==> config.mk <==
export PLATFORM = sky130hd
export DESIGN_NAME = lab5_period_meter
export DESIGN_NICKNAME = d
export VERILOG_FILES = /design/src/rtl/lab5_period_meter.sv
export SDC_FILE = /design/constraint.sdc
export NUM_CORES = 1
export LEC_CHECK = 0
export CAP_MARGIN = 20
export CORE_MARGIN = 1.5
export CORE_UTILIZATION = 30
export CTS_CLUSTER_DIAMETER = 80
export DETAILED_ROUTE_END_ITERATION = 6
export PLACE_DENSITY = 0.52
export SLEW_MARGIN = 10
export SYNTH_ARGS = -nofsm -noshare
export SYNTH_HDL_FRONTEND = slang
export SYNTH_SLANG_ARGS = --single-unit
==> constraint.sdc <==
create_clock -name clk -period 3.57 [get_ports clk]
set_input_delay 0.8925 -clock clk [delete_from_list [all_inputs] [get_ports clk]]
set_output_delay 0.8925 -clock clk [all_outputs]
set_load 0.05 [all_outputs]
==> src/rtl/lab5_period_meter.sv <==
// Rise-to-rise period meter for a slow square wave on sig_in, with loss-of-signal flag.
// Optional frequency-lock detector enabled by defining LOCK_DETECT_EN.
module lab5_period_meter #(
  parameter int CNT_W         = 16,
  parameter int EXPECT_PERIOD = 8,
  parameter int TOLERANCE     = 0,
  parameter int LOCK_COUNT    = 4
) (
  input  logic             clk,
  input  logic             rst_n,
  input  logic             sig_in,
  output logic [CNT_W-1:0] period,
  output logic             period_valid,
  output logic             timeout,
  output logic             locked
);

  typedef enum logic [1:0] {
    S_IDLE = 2'd0,
    S_MEAS = 2'd1,
    S_LOST = 2'd2
  } state_t;

  localparam logic [CNT_W-1:0] CNT_MAX = '1;

  // r_sync[0]/[1] form the synchroniser, r_sync[2] delays s2 for edge detection
  logic [2:0]       r_sync;
  logic             w_rise;

  state_t           r_state;
  state_t           w_state_next;

  logic [CNT_W-1:0] r_cnt;
  logic [CNT_W-1:0] r_period;
  logic             r_valid;
  logic             r_timeout;

  logic [CNT_W-1:0] w_cnt_next;
  logic [CNT_W-1:0] w_period_next;
  logic             w_valid_next;
  logic             w_timeout_next;
  logic             w_cnt_max;

  always_ff @(posedge clk or negedge rst_n) begin
    if (!rst_n) begin
      r_sync <= 3'b000;
    end else begin
      r_sync <= {r_sync[1:0], sig_in};
    end
  end

  assign w_rise    = r_sync[1] & ~r_sync[2];
  assign w_cnt_max = (r_cnt == CNT_MAX);

  always_ff @(posedge clk or negedge rst_n) begin
    if (!rst_n) begin
      r_state <= S_IDLE;
    end else begin
      r_state <= w_state_next;
    end
  end

  always_comb begin
    w_state_next = r_state;
    case (r_state)
      S_IDLE: if (w_rise) w_state_next = S_MEAS;
      S_MEAS: if (!w_rise && w_cnt_max) w_state_next = S_LOST;
      S_LOST: if (w_rise) w_state_next = S_MEAS;
      default: w_state_next = S_IDLE;
    endcase
  end

  // A rise coinciding with a saturated counter is still a valid measurement
  always_comb begin
    w_cnt_next     = r_cnt;
    w_period_next  = r_period;
    w_valid_next   = 1'b0;
    w_timeout_next = r_timeout;
    case (r_state)
      S_IDLE: begin
        w_cnt_next = w_rise ? CNT_W'(1) : '0;
      end
      S_MEAS: begin
        if (w_rise) begin
          w_period_next = r_cnt;
          w_valid_next  = 1'b1;
          w_cnt_next    = CNT_W'(1);
        end else if (w_cnt_max) begin
          w_timeout_next = 1'b1;
        end else begin
          w_cnt_next = r_cnt + CNT_W'(1);
        end
      end
      S_LOST: begin
        w_timeout_next = 1'b1;
        if (w_rise) begin
          w_cnt_next     = CNT_W'(1);
          w_timeout_next = 1'b0;
        end
      end
      default: begin
        w_cnt_next     = '0;
        w_timeout_next = 1'b0;
      end
    endcase
  end

  always_ff @(posedge clk or negedge rst_n) begin
    if (!rst_n) begin
      r_cnt     <= '0;
      r_period  <= '0;
      r_valid   <= 1'b0;
      r_timeout <= 1'b0;
    end else begin
      r_cnt     <= w_cnt_next;
      r_period  <= w_period_next;
      r_valid   <= w_valid_next;
      r_timeout <= w_timeout_next;
    end
  end

  assign period       = r_period;
  assign period_valid = r_valid;
  assign timeout      = r_timeout;

`ifdef LOCK_DETECT_EN
  localparam int MATCH_W = $clog2(LOCK_COUNT + 1);
  localparam int DIFF_W  = (CNT_W > 32) ? CNT_W : 32;
  localparam logic [MATCH_W-1:0] MATCH_TOP = MATCH_W'(LOCK_COUNT);
  localparam logic [CNT_W-1:0]   EXP_V     = CNT_W'(EXPECT_PERIOD);
  localparam logic [DIFF_W-1:0]  TOL_V     = DIFF_W'(TOLERANCE);

  logic [MATCH_W-1:0] r_match_cnt;
  logic               r_locked;
  logic [MATCH_W-1:0] w_match_next;
  logic [DIFF_W-1:0]  w_diff;
  logic               w_match;
  logic               w_lost_entry;

  // Compare the value being captured into period (r_cnt) so locked updates with the valid
  assign w_diff       = (r_cnt >= EXP_V) ? DIFF_W'(r_cnt - EXP_V) : DIFF_W'(EXP_V - r_cnt);
  assign w_match      = (w_diff <= TOL_V);
  assign w_lost_entry = (r_state == S_MEAS) && (w_state_next == S_LOST);

  always_comb begin
    w_match_next = r_match_cnt;
    if (w_lost_entry) begin
      w_match_next = '0;
    end else if (w_valid_next) begin
      if (!w_match) begin
        w_match_next = '0;
      end else if (r_match_cnt != MATCH_TOP) begin
        w_match_next = r_match_cnt + MATCH_W'(1);
      end
    end
  end

  always_ff @(posedge clk or negedge rst_n) begin
    if (!rst_n) begin
      r_match_cnt <= '0;
      r_locked    <= 1'b0;
    end else begin
      r_match_cnt <= w_match_next;
      r_locked    <= (w_match_next == MATCH_TOP);
    end
  end

  assign locked = r_locked;
`else
  // Lock parameters only matter when the detector is built; keep them referenced
  localparam bit LOCK_CFG_OK = (LOCK_COUNT >= 1) && (TOLERANCE >= 0) && (EXPECT_PERIOD >= 0);

  assign locked = 1'b0 && LOCK_CFG_OK;
`endif

endmodule

=== Word level (Yosys, flattened, before mapping) ===
Index checks and enable logic that the tools add are counted.

* Add/sub/neg operators: 1
* Equality and inequality tests: 9
* Muxes and demuxes: 14
* Bitwise operators: 3
* Reduce and logical (&&, ||, !) cells: 8

{| class="wikitable"
|+ Operators by type and width
! kind !! number
|-
| 2-to-1 mux 16 bit || 3
|-
| case mux 16 bit (3 select lines) || 1
|-
| adder 16 x 1 -> 16 bit, second input constant || 1
|-
| == test 16 bit, second input constant || 1
|-
| != test 2 bit, second input constant || 4
|-
| 2-to-1 mux 1 bit || 6
|-
| AND reduction 2 bit || 3
|-
| 2-to-1 mux 2 bit || 2
|-
| case mux 2 bit (2 select lines) || 1
|-
| != test 3 bit, second input constant || 1
|-
| case mux 1 bit (3 select lines) || 1
|-
| AND reduction 3 bit || 1
|-
| == test 2 x 1 -> 1 bit, second input constant || 1
|-
| == test 2 bit, second input constant || 1
|-
| logical NOT 2 bit || 1
|-
| != test 2 x 1 -> 1 bit, second input constant || 1
|-
| NOT 1 bit || 2
|-
| OR reduction 2 bit || 1
|-
| AND 1 bit || 1
|-
| logical AND 1 bit || 1
|-
| logical NOT 1 bit || 1
|}

* Register bits: 39
* Output and inout bits: 19
* Word-level logic and storage cells: 41

=== Logic depth before layout (Yosys ltp) ===
Gate-level depths: netlist of the first run.

* Depth after elaboration: 6
* Mapped depth: 8

=== Worst setup path after synthesis of the first run ===
Ideal clock, no wire load.

* Kind: flip-flop to flip-flop
* Start point: register r_cnt[1]
* End point: register r_timeout, in the netlist timeout
* Setup time: 126 ps
* Arrival: 1818 ps
* Data required time: 3444 ps
* Slack: 1626 ps
* Cell stages (with the launch flop): 8
* Path through: dfrtp_1 > ha_1 > and4_2 > and3_1 > buf_6 > nand3_4 > mux2_4 > a221o_1

* Longest elaborated chain between the ends: 3

{| class="wikitable"
|+ Ends and longest elaborated chain
! element !! RTL line !! RTL
|-
| start, declared || 33 || <nowiki>logic [CNT_W-1:0] r_cnt;</nowiki>
|-
| start signal, assigned || 115 || <nowiki>r_cnt <= w_cnt_next;</nowiki>
|-
| == test 16 bit || 53 || <nowiki>assign w_cnt_max = (r_cnt == CNT_MAX);</nowiki>
|-
| != test 2 bit (no line) || n/a ||
|-
| AND reduction 3 bit (no line) || n/a ||
|-
| end signal, assigned || 118 || <nowiki>r_timeout <= w_timeout_next;</nowiki>
|-
| end, declared || 36 || <nowiki>logic r_timeout;</nowiki>
|}

Every way passes these cells.
A chain may end at the register's enable or synchronous reset.

=== Final worst setup path of the first run ===
* Start point: register r_state[1]
* End point: register r_cnt[11]

* Longest elaborated chain between the ends: 3
* Elaborated cells between the ends (all ways): 7

{| class="wikitable"
|+ Ends and longest elaborated chain
! element !! RTL line !! RTL
|-
| start, declared || 30 || <nowiki>state_t r_state;</nowiki>
|-
| start signal, assigned || 59 || <nowiki>r_state <= w_state_next;</nowiki>
|-
| == test 2 x 1 -> 1 bit or == test 2 bit (tied branches) || 79 || <nowiki>case (r_state)</nowiki>
|-
| != test 3 bit (no line) or != test 2 bit (tied branches) || n/a ||
|-
| AND reduction 2 bit (no line) || n/a ||
|}

Several ways; a longest one is shown, not always the timed one.

==> impl_metrics.csv, run 1 <==
group,metric,value,unit
grt,overflow,0,
timing,grt_setup_unrepaired,"false",
synth,ys_seq_area_frac,0.5062,
floorplanning,fp.dieH,83.17,µm
detailed_routing,ant_nets,0,
layout,n_antenna_cell,0,
floorplanning,die_x,83.17,µm
floorplanning,core,6277,µm²
layout,final_util,0.3594,
floorplanning,dieArea,6917,µm²
clock_tree,cts_tree,"built",
synth,synth_nets,190,
hold_path,hp-class,"flop to flop",
layout,final_cell_mix,"dfrtp_1, o21ai_0, clkdlybuf4s50_1, mux2_2, nor2_1",
floorplanning,ios,22,
synth,synth_area,1928,µm²
critical_path,critPathMaxFanout,14,
detailed_routing,drtIter0Drc,73,
synth,muxShareOfSynthArea,0.09539,
layout,regArea,975.9,µm²
clock_tree,cts_resized,0,
synth,ys.flop_type,"dfrtp_1",
detailed_routing,vias_per_cell,4.993,
synth,synth_top_family_by_area,"compound AO/OA/AOI/OAI gates",
layout,drive_above_1_share,0.1717,
power_and_ir_drop,power_density,528.0,nW/µm²
place,gp_congestion,0.7372,
layout,multiInputGateArea,855.8,µm²
layout,final_common_cell,"dfrtp_1",
synth,yosysWarnings,0,
critical_path,path_cells,"inv_1, ha_1, nand3b_1, a221oi_4, nand3_1, o31ai_1",
clock_tree,cts_root_buf,"clkbuf_8",
critical_path,endpoint_kind,"flop",
clock_tree,post_cts.repair.setup_buffers,0,
grt,antenna_found_initial,0,
timing,fin_crit,2.491,ns
layout,fillers,643,
timing,maxSlewViolCount,0,
power_and_ir_drop,leakagePower,0.9990,nW
detailed_routing,vias,1373,
critical_path,slowest_stage,"a221oi_4",
place,dpl.hpwl,2365,µm
timing,fmax,401.5,MHz
synth,synthXorXnorAreaFrac,0,
synth,avgSynthCellArea,10.59,µm²
floorplanning,rows,29,
grt,grtUsageTotal,0.1108,
clock_tree,ctsHtreeMaxLevel,2,
synth,synth-async-reset-ratio,1.000,
clock_tree,clkTransAtPathRegs,0.08,ns
timing,fin_crit_sh,0.6977,
synth,synth-edff-count,0,
synth,synth_compound_area_frac,0.1603,
grt,grt_pass1_vias,1229,
detailed_routing,wire_per_inst,13.44,µm
layout,num-nets-final,205,
clock_tree,numCtsBuffers,5,
critical_path,critical_path.top_delay_family,"compound AO/OA/AOI/OAI gates",
detailed_routing,wl,3695,µm
power_and_ir_drop,ir_worst_vdd,0.3065,mV
floorplanning,start_util,0.3072,
detailed_routing,first_pass_iters,4,
timing,finalSetupTns,0,ns
layout,layout.cells.non_filler,275,
synth,synth-adder-area-share,0.03245,
run_status,outcome,"complete, no violations",
timing,fin_worst_skew,0.008046,ns
critical_path,critPathRequiredTime,3.77,ns
timing,setup_viol,0,
synth,synth-simple-area-share,0.1538,
synth,synth_seq_cells,39,
synth,syn_inst,182,
place,io_buffers,20,
critical_path,path_class,"flop to flop",
grt,grt_max_degree,40,
clock_tree,cts.hold.buffers_added,0,
grt,grt_pass1_wl,6216,µm
flow_run,drv_cap,0,
synth,synth_cell_types,42,
critical_path,max_stage_delay,0.67,ns
layout,syn2layout_area_growth,17.00,%
clock_tree,cts_max_path_buffers,2,
critical_path,crit_buf_inv,1,
detailed_routing,drc,0,
clock_tree,clk_latency,0.29,ns
timing,hold_viol_final,0,
critical_path,arrival,2.69,ns
timing,tightestPinTransition,1.033,ns
timing,slew_headroom,0.3074,
clock_tree,cts.sinks,39,
critical_path,cp-start-kind,"flop",
place,dp_cells,267,
per-stage QoR:
step	hold WS [ns]	power, mW	setup WS (ns)	cell area [µm²]
floorplan	0.3312	0.7605	1.626	1928
global placement	0.3324	0.8186	1.157	2138
global route	0.3642	1.259	0.9109	2256
detailed placement	0.3364	0.8197	1.157	2138
finish	0.3587	1.191	1.079	2256
CTS	0.3541	1.207	1.144	2256
where the power goes:
part	internal, mW	switching [mW]
clock network	0.226	0.154
registers	0.475	0.0391
logic	0.108	0.189
total	0.809	0.382
Yosys cell counts (4+ instances only):
cell      n  area (µm²)
inv_1     4       15.01
nand3_1   8       40.04
a31oi_1   6       37.54
dfrtp_1  39       975.9
o21ai_1   6       30.03
a21oi_1   8       40.04
nor2_1   13       48.80
nand4_1   6       37.54
nand2_1  12       45.04
buf_4     4       30.03
ha_1      5       62.56
mux2_2   15       168.9
o21ai_0  21       105.1
area by class of cell:
type / instances / share of cell area
Clock buffer: 6 / 0.03661
Clock inverter: 2 / 0.01553
Inverter: 4 / 0.006656
Multi-Input combinational cell: 127 / 0.3794
Sequential cell: 39 / 0.4326
Tap cell: 77 / 0.04271
Timing Repair Buffer: 20 / 0.08652
logic make-up after synthesis:
logic type | count (synthesis)
other | 1
and+or+nand+nor | 55
muxes | 16
DFF | 39
AOI/OAI and AO/OA | 50
buffers and inverters | 16
adders and majority gates | 5
state kept, by name, summed over array words and instances (netlist names):
name / cells
period: 16
r_sync: 3
timeout: 1
r_cnt: 16
r_state: 2
period_valid: 1
per-layer routing:
| layer | vias up | wire length (µm) | track usage |
|---|---|---|---|
| li1 | 686 | - | - |
| met1 | 649 | 1958 | 0.1707 |
| met2 | 33 | 1540 | 0.1500 |
| met3 | 5 | 161 | 0.03082 |
| met4 | 0 | 34 | 0.03182 |
| met5 | - | 0 | 0 |
final timing paths:
| path | from | to | slack (ns) | cells past startpoint |
|---|---|---|---|---|
| min in group asynchronous | rst_n | period_valid | 0.71 | 1 |
| min reg2reg | r_sync[0] | r_sync[1] | 0.36 | 0 |
| max reg2reg | r_state[1] | r_cnt[11] | 1.08 | 6 |
| max | r_state[1] | r_cnt[11] | 1.08 | 6 |
| max in group asynchronous | rst_n | period[6] | 2.31 | 1 |
| min | r_sync[0] | r_sync[1] | 0.36 | 0 |
(Power assumes the default switching activity.)
==> run 2, diff against run 1 <==
- PLACE_DENSITY: 0.52 -> 0.54
- clock period: 3.57 -> 2 ns (I/O delays scaled with it)
==> run 2 against run 1 <==
  * Final area increased by 6.1%
  * Critical path type is now flop to primary output
  * Via count rose by 6.8%
  * Largest power group unchanged
  * Highest routed layer unchanged
  * Critical endpoint is now period_valid
  * Die area stayed put
  * First-iteration DRC count stayed put
  * Clock power up 57%
  * Non-clock buffer count increased by 24
  * Clock-buffer cell count up 1
  * Sequential share of layout area down 2.5 points
  * Combinational power rose by 120%
  * Clock skew rose by 0.0053 ns
  * Total power rose by 80%
==> impl_metrics.csv, run 2 (synthesis gave the netlist of run 1 again) <==
group,metric,value,unit
run_status,outcome,"complete, no violations",
clock_tree,ctsHtreeMaxLevel,2,
critical_path,max_stage_delay,0.79,ns
critical_path,arrival,1.40,ns
floorplanning,start_util,0.3072,
timing,maxSlewViolCount,0,
timing,fin_worst_skew,0.01336,ns
critical_path,endpoint_kind,"primary output",
timing,hold_ws,0.2547,ns
place,gp_congestion,0.6966,
grt,antenna_found_initial,0,
power_and_ir_drop,leakagePower,1.147,nW
timing,grt_setup_unrepaired,"false",
layout,num-nets-final,229,
place,io_buffers,20,
detailed_routing,drc,0,
timing,timing.final.ws_setup,0.09984,ns
floorplanning,fp.dieH,83.17,µm
timing,tightestPinTransition,0.5047,ns
clock_tree,cts_tree,"built",
critical_path,reg2reg_depth,7,
timing,fin_crit,1.900,ns
power_and_ir_drop,p_comb_frac,0.307,
detailed_routing,wire_per_inst,13.06,µm
layout,fillers,633,
clock_tree,cts_max_path_buffers,2,
power_and_ir_drop,p_int,1.430,mW
critical_path,critPathMaxFanout,1,
layout,final_cell_mix,"buf_4, dfrtp_1, o21ai_0, mux2_2, nor2_1",
critical_path,critical_path.top_delay_family,"buffers and inverters",
layout,syn2layout_area_growth,24.14,%
floorplanning,core,6277,µm²
clock_tree,clkTransAtPathRegs,0.08,ns
timing,setup_viol,0,
flow_run,drv_cap,0,
grt,grt_max_degree,40,
power_and_ir_drop,clock_power_share,0.279,
clock_tree,cts.sinks,39,
timing,slew_headroom,0.6635,
timing,fin_crit_sh,0.9501,
detailed_routing,wl,3906,µm
layout,drive_above_1_share,0.3468,
floorplanning,ios,22,
critical_path,critPathRequiredTime,1.50,ns
power_and_ir_drop,power_density,893.7,nW/µm²
power_and_ir_drop,power.switching,0.7094,mW
detailed_routing,drtIter0Drc,73,
clock_tree,clk_latency,0.30,ns
place,post-place-ws,0.03284,ns
grt,grt_pass1_vias,1434,
grt,grt_pass1_wl,6858,µm
grt,overflow,0,
timing,hold_viol_final,0,
power_and_ir_drop,switching_share,0.3316,
critical_path,crit_cells,1,
power_and_ir_drop,sequentialPowerShare,0.414,
critical_path,path_class,"flop to primary output",
clock_tree,cts_root_buf,"clkbuf_8",
detailed_routing,first_pass_iters,4,
layout,final_common_cell,"buf_4",
detailed_routing,vias_per_cell,4.903,
detailed_routing,ant_nets,0,
critical_path,path_cells,"clkdlybuf4s50_1",
power_and_ir_drop,finalPower,2.139,mW
critical_path,cp-start-kind,"flop",
layout,n_antenna_cell,0,
place,dpl.hpwl,2673,µm
floorplanning,die_x,83.17,µm
power_and_ir_drop,ir_worst_vdd,0.4776,mV
clock_tree,cts.hold.buffers_added,0,
timing,fmax,526.3,MHz
clock_tree,numCtsBuffers,5,
critical_path,crit_buf_inv,1,
critical_path,slowest_stage,"clkdlybuf4s50_1",
hold_path,hp-class,"input pin to asynchronous set/reset pin",
grt,grtUsageTotal,0.1233,
detailed_routing,vias,1466,
floorplanning,rows,29,
floorplanning,dieArea,6917,µm²
timing,finalSetupTns,0,ns
[run 2: cell type report]
| type | count | area (µm²) | share of cell area |
|---|---|---|---|
| tap | 77 | 96.34 | 0.04025 |
| inverter | 4 | 15.01 | 0.006273 |
| clock buffer | 7 | 96.34 | 0.04025 |
| timing repair buffer | 44 | 336.6 | 0.1406 |
| sequential | 39 | 975.9 | 0.4077 |
| clock inverter | 1 | 7.507 | 0.003136 |
| multi-input combinational | 127 | 865.8 | 0.3617 |
[run 2: repair_timing]
item / CTS / global route
resized for setup: 0 / 5
hold endpoints to repair: 0 / 0
buffers inserted: 0 / 1
endpoints found under the setup margin: 0 / 10
[run 2: power groups by stage]
stage	registers (mW)	logic, mW	clock network, mW
final	0.885	0.658	0.597
after global routing	0.893	0.733	0.649
after CTS	0.885	0.646	0.620
after detailed placement	0.899	0.645	0
after global placement	0.899	0.636	0
after floorplan	0.981	0.376	0
[run 2: per-layer routing]
| layer | up-vias | wire length, µm | global-route usage |
|---|---|---|---|
| met2 | 22 | 1749 | 0.1818 |
| li1 | 742 | - | - |
| met5 | - | 0 | 0 |
| met1 | 697 | 1955 | 0.1713 |
| met4 | 0 | 57 | 0.04545 |
| met3 | 5 | 142 | 0.03678 |
[run 2: per-stage QoR]
stage               utilization  area [µm²]  cells
CTS                      0.3779        2372    298
global route             0.3813        2394    299
floorplan                     -        1928    182
global placement         0.3614        2268    290
detailed placement       0.3614        2268    290
finish                   0.3813        2394    299
[run 2: worst paths after layout]
path                            slack, ns          from      endpoint
worst min register to register       0.36     r_sync[0]     r_sync[1]
min in group clk                     0.36     r_sync[0]     r_sync[1]
worst max-delay path                  0.1  period_valid  period_valid
worst max register to register       0.16      r_cnt[0]     r_cnt[14]
worst min-delay path                 0.25         rst_n    period[12]
max in group asynchronous            1.38         rst_n    r_state[0]
==> run 3, diff against run 2 <==
- GPL_ROUTABILITY_DRIVEN: unset -> 0
==> results of run 3 <==
The final DEF is identical to that of run 2; final timing and power are the same.
